`src/rtl/msg_telemetry_responder.sv`:
```
// msg_telemetry_responder
//   Command decoder and telemetry reply streamer between the UART RX/TX
//   blocks and the robot datapaths. Command bytes arriving on the RX strobe
//   either drive the waypoint/stop/begin controls, or request a
//   snapshot of one telemetry channel. That snapshot is returned as a framed
//   reply: header (command code), BYTES_PER_CH data bytes MSB first, and an
//   optional 8-bit additive checksum.
//
// Ports
//   MESSAGE_INTERPRETER_CLOCK_50     system clock
//   MESSAGE_INTERPRETER_RESET_InHigh asynchronous active-high reset
//   RX_VALID_In / RX_DATA_InBus      received command byte strobe / value
//   TLM_InBus                        CH_COUNT flat-packed telemetry channels
//   TX_DATA_OutBus / TX_VALID_Out /
//   TX_READY_In                      reply byte stream (valid/ready)
//   WAYSELECT_OutBus                 selected waypoint index
//   STOPSIGNAL_OutLow                stop level, active low
//   BEGINSIGNAL_OutLow               begin level, active low
//   BUSY_Out                         reply frame in progress
//   ERR_Out                          one-cycle pulse, unknown command
//   OVERRUN_Out                      one-cycle pulse, telemetry request dropped
module msg_telemetry_responder #(
  parameter int unsigned CH_COUNT       = 16,
  parameter int unsigned CH_WIDTH       = 32,
  parameter int unsigned BYTES_PER_CH   = 4,
  parameter int unsigned WAYPOINT_COUNT = 8,
  parameter int unsigned CMD_WAY_BASE   = 1,
  parameter int unsigned CMD_STOP       = 9,
  parameter int unsigned CMD_BEGIN      = 10,
  parameter int unsigned CMD_TLM_BASE   = 20,
  parameter int unsigned CHECKSUM_EN    = 1
) (
  input  logic                                MESSAGE_INTERPRETER_CLOCK_50,
  input  logic                                MESSAGE_INTERPRETER_RESET_InHigh,
  input  logic                                RX_VALID_In,
  input  logic [7:0]                          RX_DATA_InBus,
  input  logic [CH_COUNT*CH_WIDTH-1:0]        TLM_InBus,
  output logic [7:0]                          TX_DATA_OutBus,
  output logic                                TX_VALID_Out,
  input  logic                                TX_READY_In,
  output logic [$clog2(WAYPOINT_COUNT)-1:0]   WAYSELECT_OutBus,
  output logic                                STOPSIGNAL_OutLow,
  output logic                                BEGINSIGNAL_OutLow,
  output logic                                BUSY_Out,
  output logic                                ERR_Out,
  output logic                                OVERRUN_Out
);

  localparam int unsigned WS_W  = $clog2(WAYPOINT_COUNT);
  localparam int unsigned SH_W  = 8 * BYTES_PER_CH;
  // Bits actually copied from a channel; the rest of the snapshot is zero.
  localparam int unsigned CP_W  = (CH_WIDTH < SH_W) ? CH_WIDTH : SH_W;
  localparam int unsigned CNT_W = (BYTES_PER_CH > 1) ? $clog2(BYTES_PER_CH) : 1;
  localparam logic [CNT_W-1:0] LAST_BYTE = CNT_W'(BYTES_PER_CH - 1);

  typedef enum logic [1:0] {
    IDLE,
    HDR,
    DATA,
    CSUM
  } state_t;

  logic clk;
  logic rst;
  assign clk = MESSAGE_INTERPRETER_CLOCK_50;
  assign rst = MESSAGE_INTERPRETER_RESET_InHigh;

  state_t state, state_nxt;

  logic [SH_W-1:0]  shreg, shreg_nxt;
  logic [CNT_W-1:0] cnt, cnt_nxt;
  logic [7:0]       csum, csum_nxt;
  logic [7:0]       tx_data, tx_data_nxt;
  logic [WS_W-1:0]  way, way_nxt;
  logic             stop_n, stop_nxt;
  logic             begin_n, begin_nxt;
  logic             err, err_nxt;
  logic             ovr, ovr_nxt;

  // Command classification
  int unsigned code;
  logic        is_way;
  logic        is_stop;
  logic        is_begin;
  logic        is_tlm;

  assign code     = 32'(RX_DATA_InBus);
  assign is_way   = (code >= CMD_WAY_BASE) && (code < CMD_WAY_BASE + WAYPOINT_COUNT);
  assign is_stop  = (code == CMD_STOP);
  assign is_begin = (code == CMD_BEGIN);
  assign is_tlm   = (code >= CMD_TLM_BASE) && (code < CMD_TLM_BASE + CH_COUNT);

  // Channel snapshot: select the requested channel and fit it into the
  // shift register width (truncate or zero-extend).
  logic [CH_WIDTH-1:0] ch_word;
  logic [SH_W-1:0]     snap;

  always_comb begin
    ch_word = '0;
    for (int unsigned i = 0; i < CH_COUNT; i++) begin
      if (code == CMD_TLM_BASE + i) begin
        ch_word = TLM_InBus[i*CH_WIDTH +: CH_WIDTH];
      end
    end
    snap = '0;
    snap[CP_W-1:0] = ch_word[CP_W-1:0];
  end

  // Handshake and shift-register head
  logic       active;
  logic       fire;
  logic [7:0] sh_top;

  assign active = (state != IDLE);
  assign fire   = active && TX_READY_In;
  assign sh_top = shreg[SH_W-1 -: 8];

  // State register
  always_ff @(posedge clk or posedge rst) begin
    if (rst) begin
      state <= IDLE;
    end else begin
      state <= state_nxt;
    end
  end

  // Next-state, reply datapath and control decode.
  // The reply path and the control path are evaluated side by side so a
  // control command landing mid-frame updates the levels on the same edge
  // as the byte advance without touching the frame registers.
  always_comb begin
    state_nxt   = state;
    shreg_nxt   = shreg;
    cnt_nxt     = cnt;
    csum_nxt    = csum;
    tx_data_nxt = tx_data;
    way_nxt     = way;
    stop_nxt    = stop_n;
    begin_nxt   = begin_n;
    err_nxt     = 1'b0;
    ovr_nxt     = 1'b0;

    unique case (state)
      IDLE: begin
        if (RX_VALID_In && is_tlm && !is_way && !is_stop && !is_begin) begin
          shreg_nxt   = snap;
          tx_data_nxt = RX_DATA_InBus;
          csum_nxt    = RX_DATA_InBus;
          state_nxt   = HDR;
        end
      end
      HDR: begin
        if (fire) begin
          tx_data_nxt = sh_top;
          csum_nxt    = csum + sh_top;
          shreg_nxt   = shreg << 8;
          cnt_nxt     = '0;
          state_nxt   = DATA;
        end
      end
      DATA: begin
        if (fire) begin
          if (cnt == LAST_BYTE) begin
            if (CHECKSUM_EN != 0) begin
              tx_data_nxt = csum;
              state_nxt   = CSUM;
            end else begin
              tx_data_nxt = '0;
              state_nxt   = IDLE;
            end
          end else begin
            tx_data_nxt = sh_top;
            csum_nxt    = csum + sh_top;
            shreg_nxt   = shreg << 8;
            cnt_nxt     = cnt + CNT_W'(1);
          end
        end
      end
      CSUM: begin
        if (fire) begin
          tx_data_nxt = '0;
          state_nxt   = IDLE;
        end
      end
      default: begin
        state_nxt = IDLE;
      end
    endcase

    if (RX_VALID_In) begin
      if (is_way) begin
        way_nxt   = WS_W'(code - CMD_WAY_BASE);
        stop_nxt  = 1'b1;
        begin_nxt = 1'b1;
      end else if (is_stop) begin
        way_nxt   = '0;
        stop_nxt  = 1'b0;
        begin_nxt = 1'b1;
      end else if (is_begin) begin
        way_nxt   = '0;
        stop_nxt  = 1'b1;
        begin_nxt = 1'b0;
      end else if (is_tlm) begin
        // Any non-IDLE state counts as busy, including the cycle whose
        // final handshake is completing.
        ovr_nxt = active;
      end else begin
        err_nxt = 1'b1;
      end
    end
  end

  // Datapath and control registers
  always_ff @(posedge clk or posedge rst) begin
    if (rst) begin
      shreg   <= '0;
      cnt     <= '0;
      csum    <= '0;
      tx_data <= '0;
      way     <= '0;
      stop_n  <= 1'b0;
      begin_n <= 1'b1;
      err     <= 1'b0;
      ovr     <= 1'b0;
    end else begin
      shreg   <= shreg_nxt;
      cnt     <= cnt_nxt;
      csum    <= csum_nxt;
      tx_data <= tx_data_nxt;
      way     <= way_nxt;
      stop_n  <= stop_nxt;
      begin_n <= begin_nxt;
      err     <= err_nxt;
      ovr     <= ovr_nxt;
    end
  end

  assign TX_DATA_OutBus     = tx_data;
  assign TX_VALID_Out       = active;
  assign BUSY_Out           = active;
  assign WAYSELECT_OutBus   = way;
  assign STOPSIGNAL_OutLow  = stop_n;
  assign BEGINSIGNAL_OutLow = begin_n;
  assign ERR_Out            = err;
  assign OVERRUN_Out        = ovr;

endmodule

```
`config.mk`:
```
export PLATFORM = sky130hd
export DESIGN_NAME = msg_telemetry_responder
export DESIGN_NICKNAME = d
export VERILOG_FILES = /design/src/rtl/msg_telemetry_responder.sv
export SDC_FILE = /design/constraint.sdc
export NUM_CORES = 1
export LEC_CHECK = 0
export ABC_CLOCK_PERIOD_IN_PS = 2900
export CAP_MARGIN = 0
export CORE_AREA = 2 2 208 210
export DETAILED_ROUTE_END_ITERATION = 6
export DIE_AREA = 0 0 210 212
export GPL_ROUTABILITY_DRIVEN = 1
export GPL_TIMING_DRIVEN = 0
export SLEW_MARGIN = 10
export SYNTH_ARGS = -nofsm -noshare
export SYNTH_HDL_FRONTEND = slang
export SYNTH_SLANG_ARGS = --single-unit
export TNS_END_PERCENT = 5
```
`constraint.sdc`:
```
create_clock -name MESSAGE_INTERPRETER_CLOCK_50 -period 2.9 [get_ports MESSAGE_INTERPRETER_CLOCK_50]
set_clock_uncertainty 0.15 [all_clocks]
set_input_delay 0.725 -clock MESSAGE_INTERPRETER_CLOCK_50 [delete_from_list [all_inputs] [get_ports MESSAGE_INTERPRETER_CLOCK_50]]
set_output_delay 0.725 -clock MESSAGE_INTERPRETER_CLOCK_50 [all_outputs]
set_load 0.02 [all_outputs]
```
==> results.toml, run 1 <==
[outcome]
outcome = "finished with violations"
violations_in_the_final_reports = "negative setup slack"

[setup_path]
cpPeakStageDelay_ns = 0.58
cp_top_family = "simple AND/OR/NAND/NOR gates"
timing.critical_path.depth = 9
worst_setup_path_start_kind = "input port"
timing.critical_path.mode_cell = "sky130_fd_sc_hd__buf_12"
arrival_ns = 3.08
sequence_of_cells_on_the_critical_path = "buf_8, or4b_4, buf_12, buf_12, or4_4, a21oi_4, a211oi_4, a221oi_4, o22ai_1"
worst_ep_required_time_ns = 2.95
r2r.worst_path.cells = 8
cpMaxStageDelayCell = "sky130_fd_sc_hd__or4b_4"
critical_path_class = "in2reg"
end_kind = "flop"
worstPathMaxFanout = 9
cp_num_buf_inv = 3

[cells_and_area]
final_common_cell = "sky130_fd_sc_hd__clkdlybuf4s50_1"
post-route-util_pct = 42.6
design.final.nets = 2484
multi_input_area_um2 = 8000
finish.cell_count_without_fillers = 2499
final_layout_size_suffix_gt1_share_pct = 20.3
layout.cells.most_common_list = "sky130_fd_sc_hd__clkdlybuf4s50_1 (530), sky130_fd_sc_hd__nand2_1 (147), sky130_fd_sc_hd__o21ai_0 (100), sky130_fd_sc_hd__a21oi_1 (90), sky130_fd_sc_hd__buf_4 (71)"
fillCellCount = 4393
layout.area.seq_um2 = 1480
flow.area_growth_from_synthesis_pct = 100

[synth]
avgSynthCellArea_um2 = 6.84
synth.distinct_cells = 88
ys_ff_latch = 59
yosys_warnings = 0
synth_fp_nets = 1865
synth_sequential_area_ratio_pct = 16.3
share_of_flip_flops_with_an_asynchronous_set_or_reset_after_synthesis_pct = 100
netlist_instances = 1323
synth-edff-count = 0
synthesis.area_um2 = 9050
synth-main-ff-cell = "sky130_fd_sc_hd__dfrtp_1"

[floorplanning]
core.rowCount = 76
floorplan.die.width_um = 210
initial_core_utilization_pct = 21.3
die_area_um2 = 44500
ios = 541
die_y_um = 212
placeableCoreArea_um2 = 42500

[min_path]
hold_path_class = "reg2reg"
worstHoldPathCells = 1

[clocking]
path_clk_slew_ns = 0.05
clock-root-buffer = "sky130_fd_sc_hd__clkbuf_16"
htree_levels = 3
clockBufferDepth = 2
cts_tree = "yes"
hold_buffers = 0
insertion_delay_ns = 0.33
tritoncts_num_sinks = 59
cts_buffers = 9

[timing]
timing_hold_violations_final = 0
setup_viol_count_final = 18
totalNegativeSetupSlack_ns = -0.874
max_freq_mhz = 331
period_needed_ns = 3.03
timing.slew.headroom_pct = 46.0
layout_setup_ws_ns = -0.125
final_critical_path_share_of_the_clock_period_pct = 104
timing_max_transition_violations_final = 0
rsz0062_at_grt = "true"
tightestPinTransition_ns = 0.810

[grt]
grt_first_pass_wirelength_um = 129000
global_route.overflow_total = 0
global_route.usage.total_pct = 41.9
grt_antenna_before_repair = 7
via_count_of_the_first_global_routing_pass = 15700
maximum_number_of_pins_on_one_net_before_global_route_repair = 48

[detailed_routing]
routed_wirelength_um = 97400
wl_per_cell_um = 39.0
drc = 0
vias = 15900
detail_route.first_pass.iterations = 6
post_drt_via_cell_ratio = 6.36
drt-initial-drc-count = 2101
drtAntennaViolNets = 0

[place]
place.detailed.instances = 2408
place.gp.congestion = 1.10
detailed_place_hpwl_um = 76900
port_buffers = 537

[job]
drv.max_cap_violation_count = 0

[power]
power.leakage_nw = 6.65
peakVddDrop_mv = 0.420
cellPowerDensity_nw_per_um2 = 458
## worst register-to-register path, delay by kind of cell, from the launching register on
kind / cells / cell delay [ns]
buffers and inverters: 3 / 0.67
adders and majority gates: 1 / 0.39
AOI/OAI and AO/OA: 3 / 0.79
and+or+nand+nor: 1 / 0.40
DFF: 1 / 0.40
## per-layer routing
| layer | track usage [%] | up-vias | share of wire [%] |
|---|---|---|---|
| li1 | - | 6415 | - |
| met1 | 50.6 | 7719 | 37 |
| met2 | 66.8 | 1399 | 44 |
| met3 | 11.1 | 373 | 11 |
| met4 | 25.4 | 0 | 7.6 |
| met5 | 0 | - | 0 |
## sequential cells by signal, indices dropped and copies added, names as in the netlist, 2 cells and up
signal	count
cnt	2
state	2
WAYSELECT_OutBus	3
csum	8
shreg	32
TX_DATA_OutBus	8
## synthesized netlist by cell type (all sizes together), types with 14 or more instances
cell type	n	area [um2]
inv	25	93.8
a211oi	21	163
nand2b	16	100
a22oi	19	143
dfrtp	58	1450
o221ai	21	184
ha	17	213
a21oi	101	505
nor2b	16	100
or3	17	106
nor3	38	233
buf	46	241
nand3b	18	135
nand2	160	601
nand3	70	350
nor2	77	319
o31ai	17	128
and3	16	100
nor4	24	163
and2	14	87.6
o22ai	33	206
o211ai	31	233
clkbuf	85	319
o21ai	125	626
a31oi	25	156
a221oi	32	287
## final timing paths
path / start / to / slack (ns)
worst min register to register: cnt[0]$_DFFE_PP0P_ / cnt[0]$_DFFE_PP0P_ / 0.33
worst max register to register: state[0]$_DFFE_PP0P_ / shreg[11]$_DFFE_PP0P_ / 0.01
max in group asynchronous: MESSAGE_INTERPRETER_RESET_InHigh / BEGINSIGNAL_OutLow$_DFFE_PP1P_ / 1.49
min in group asynchronous: MESSAGE_INTERPRETER_RESET_InHigh / shreg[4]$_DFFE_PP0P_ / 0.52
worst max-delay path: RX_DATA_InBus[5] / shreg[30]$_DFFE_PP0P_ / -0.13
worst min-delay path: cnt[0]$_DFFE_PP0P_ / cnt[0]$_DFFE_PP0P_ / 0.33
## area by class of cell
type / instances / share of cell area [%]
clock buffers: 13 / 1.44
repair buffers: 616 / 34.0
multi-input cells: 1107 / 44.2
inverters: 26 / 0.656
clock inverters: 2 / 0.193
flip-flops and latches: 59 / 8.16
plain buffers: 123 / 7.54
well taps: 546 / 3.77
diodes: 7 / 0.0967
## metrics by stage
| step | hold slack, ns | worst slack, ns | power [W] | cell area, um2 |
|---|---|---|---|---|
| 3_5_place_dp | 0.326 | -2.83 | 0.00641 | 15200 |
| 4_1_cts | 0.333 | -0.0943 | 0.00790 | 17500 |
| 6_report | 0.329 | -0.125 | 0.00829 | 18100 |
| 2_1_floorplan | 0.298 | -0.0358 | 0.00400 | 9050 |
| 5_1_grt | 0.348 | -0.0734 | 0.00862 | 18100 |
| 3_3_place_gp | 0.312 | -2.83 | 0.00640 | 15100 |
## timing repair
item,4_1_cts,5_1_grt
buffers inserted,50,23
pin swaps,45,33
resized for setup,452,107
endpoints found under the hold margin,0,0
cloned,3,1
endpoints found under the setup margin,58,43
## report_power, final
part	switching, W	total (W)	internal (W)	leakage, nW
registers	0.000268	0.00141	0.00115	0.760
clock network	0.000393	0.00110	0.000707	0.146
logic	0.00335	0.00578	0.00243	5.74
total	0.00401	0.00829	0.00428	6.65
## kinds of logic after synthesis
kind of cell             count (synthesis)  synth area share, %
flip-flops                              59                 16.3
buffers and inverters                  157                 7.27
AND/OR/NAND/NOR                        505                 28.9
adder cells (fa/ha/maj)                 18                 2.57
multiplexers                            18                 2.12
AO/OA/AOI/OAI                          562                 42.4
XOR/XNOR                                 4                0.387
(Power assumes the default switching activity.)
==> inputs of run 2 (changes only) <==
--- a/config.mk
+++ b/config.mk
@@ -12,6 +12,8 @@
 export DIE_AREA = 0 0 210 212
 export GPL_ROUTABILITY_DRIVEN = 1
 export GPL_TIMING_DRIVEN = 0
+export PLACE_DENSITY_LB_ADDON = 0.12
+export SETUP_SLACK_MARGIN = 0.15
 export SLEW_MARGIN = 10
 export SYNTH_ARGS = -nofsm -noshare
 export SYNTH_HDL_FRONTEND = slang
==> run 2 against run 1 <==
  * The run still ends with negative setup slack left
  * Setup slack better by 0.013 ns
  * Fmax up 0.43%
  * Die area unchanged
  * Sequential share of layout area about the same
  * Global-route usage up 0.88 points
  * Count of clock-buffer cells in the layout down 3
  * Via count up 0.16%
  * Clock power up 6%
  * Flip-flop and latch count unchanged
  * Core utilization about the same
  * Sequential power about the same
==> results.toml, run 2 (synthesis results as in run 1) <==
[timing]
final_critical_path_share_of_the_clock_period_pct = 104
rsz0062_at_grt = "true"
timing.slew.headroom_pct = 44.8
timing_max_transition_violations_final = 0
tightestPinTransition_ns = 0.825
period_needed_ns = 3.01
setup_viol_count_final = 25
max_freq_mhz = 332
layout_setup_ws_ns = -0.112
timing_hold_violations_final = 0

[grt]
grt_util_met1_pct = 53.5
grt_first_pass_wirelength_um = 130000
met2_usage_pct = 68.0
grt_antenna_before_repair = 17
global_route.usage.total_pct = 42.8
grtUsageMet3_pct = 9.81
global_route.overflow_total = 0
grt_most_used_layer = "met2"
via_count_of_the_first_global_routing_pass = 15600
maximum_number_of_pins_on_one_net_before_global_route_repair = 57

[power]
peakVddDrop_mv = 0.349
cellPowerDensity_nw_per_um2 = 458
power.leakage_nw = 6.64

[cells_and_area]
flow.area_growth_from_synthesis_pct = 99.9
final_layout_size_suffix_gt1_share_pct = 20.4
finish.cell_count_without_fillers = 2511
flip_flop_count_of_the_largest_register_all_copies_and_words_added = 32
stdcell_area_um2 = 18100
design.final.nets = 2486
final_common_cell = "sky130_fd_sc_hd__clkdlybuf4s50_1"
max_flop_register = "shreg"
layout.cells.most_common_list = "sky130_fd_sc_hd__clkdlybuf4s50_1 (529), sky130_fd_sc_hd__nand2_1 (149), sky130_fd_sc_hd__o21ai_0 (106), sky130_fd_sc_hd__a21oi_1 (88), sky130_fd_sc_hd__buf_4 (74)"

[place]
detailed_place_hpwl_um = 78500
postPlaceCellArea_um2 = 15200
place.detailed.instances = 2408
port_buffers = 537
place.gp.congestion = 1.05

[floorplanning]
ios = 541
die_area_um2 = 44500
initial_core_utilization_pct = 21.3
die_y_um = 212
placeableCoreArea_um2 = 42500
core.rowCount = 76
floorplan.die.width_um = 210

[min_path]
hold_path_class = "reg2reg"

[setup_path]
worstPathMaxFanout = 5
worst_ep_required_time_ns = 3.00
arrival_ns = 3.12
cpPeakStageDelay_ns = 0.60
end_kind = "flop"
cp_top_family = "simple AND/OR/NAND/NOR gates"
worst_setup_path_start_kind = "input port"
critical_path_class = "in2reg"
cp_num_buf_inv = 3
sequence_of_cells_on_the_critical_path = "buf_2, or4b_4, buf_12, buf_16, or4_4, nor3b_2, a211oi_2, a41oi_2, o221ai_1"
cpMaxStageDelayCell = "sky130_fd_sc_hd__or4b_4"

[clocking]
path_clk_slew_ns = 0.06
insertion_delay_ns = 0.34
tritoncts_num_sinks = 59
cts_buffers = 9
clockBufferDepth = 2
htree_levels = 3
clock-root-buffer = "sky130_fd_sc_hd__clkbuf_16"
cts_tree = "yes"

[detailed_routing]
post_drt_via_cell_ratio = 6.34
vias = 15900
drtAntennaViolNets = 0
drt-initial-drc-count = 2147
wl_per_cell_um = 39.5
detail_route.first_pass.iterations = 6
routed_wirelength_um = 99100
drc = 0

[job]
drv.max_cap_violation_count = 0

[outcome]
outcome = "finished with violations"
violations_in_the_final_reports = "negative setup slack"
==> run 2: cell types whose count changed in the layout (fill, tap and decap cells not counted), moves of 4 or more <==
| cell | delta |
|---|---|
| sky130_fd_sc_hd__clkbuf_2 | +9 |
| sky130_fd_sc_hd__clkbuf_4 | -4 |
| sky130_fd_sc_hd__o21ai_0 | +6 |
| sky130_fd_sc_hd__inv_4 | -4 |
| sky130_fd_sc_hd__buf_6 | -4 |
| sky130_fd_sc_hd__o21ai_1 | -6 |
| sky130_fd_sc_hd__clkinv_2 | +4 |
| sky130_fd_sc_hd__diode_2 | +9 |
==> run 2: final timing paths <==
path                                                   from                              to  slack (ns)  depth (start not counted)
hold reg to reg                          cnt[0]$_DFFE_PP0P_              cnt[0]$_DFFE_PP0P_        0.33                          1
setup reg to reg                       state[0]$_DFFE_PP0P_           shreg[31]$_DFFE_PP0P_        0.01                          9
min in group asynchronous  MESSAGE_INTERPRETER_RESET_InHigh           shreg[28]$_DFFE_PP0P_        0.47                          2
setup / recovery                           RX_DATA_InBus[5]           shreg[23]$_DFFE_PP0P_       -0.11                          9
hold / removal                           cnt[0]$_DFFE_PP0P_              cnt[0]$_DFFE_PP0P_        0.33                          1
max in group asynchronous  MESSAGE_INTERPRETER_RESET_InHigh  BEGINSIGNAL_OutLow$_DFFE_PP1P_        1.55                          3
==> run 2: stage by stage <==
| stage | utilization [%] | hold WS [ns] | worst slack [ns] | power, W | TNS (ns) |
|---|---|---|---|---|---|
| 2_1_floorplan | - | 0.298 | 0.0367 | 0.00400 | 0 |
| 3_3_place_gp | 35.6 | 0.316 | -3.12 | 0.00642 | -148.84 |
| 3_5_place_dp | 35.7 | 0.323 | -3.06 | 0.00645 | -98.29 |
| 4_1_cts | 41.7 | 0.337 | -0.0664 | 0.00811 | -0.365 |
| 5_1_grt | 42.5 | 0.344 | -0.126 | 0.00865 | -2.02 |
| 6_report | 42.6 | 0.331 | -0.112 | 0.00829 | -1.59 |
==> run 2: layout make-up <==
cell class              instances  area (um2)
fillers                      4457       24400
clock inverters                 6        80.1
well taps                     546         683
repair buffers                612        6080
diodes                         16        40.0
plain buffers                 129        1420
flip-flops and latches         59        1480
clock buffers                  10         229
multi-input cells            1107        7970
inverters                      26         120
==> run 2: power by group <==
group / total (W) / switching (W) / internal (W)
Sequential: 0.00141 / 0.000268 / 0.00114
Clock: 0.00117 / 0.000425 / 0.000747
Combinational: 0.00571 / 0.00332 / 0.00239
Total: 0.00829 / 0.00401 / 0.00428
==> run 2: layer usage <==
layer  part of all wire, %  up-vias
met4                   7.1        4
met1                    38     7807
met3                    10      354
met5                 0.025        -
met2                    44     1328
li1                      -     6438
==> run 2: what timing repair did <==
action,CTS,global route
hold buffers,0,0
pin swaps,59,29
gates cloned,4,0
setup buffers,61,8
gates resized for setup,466,75
endpoints found under the setup margin,58,55
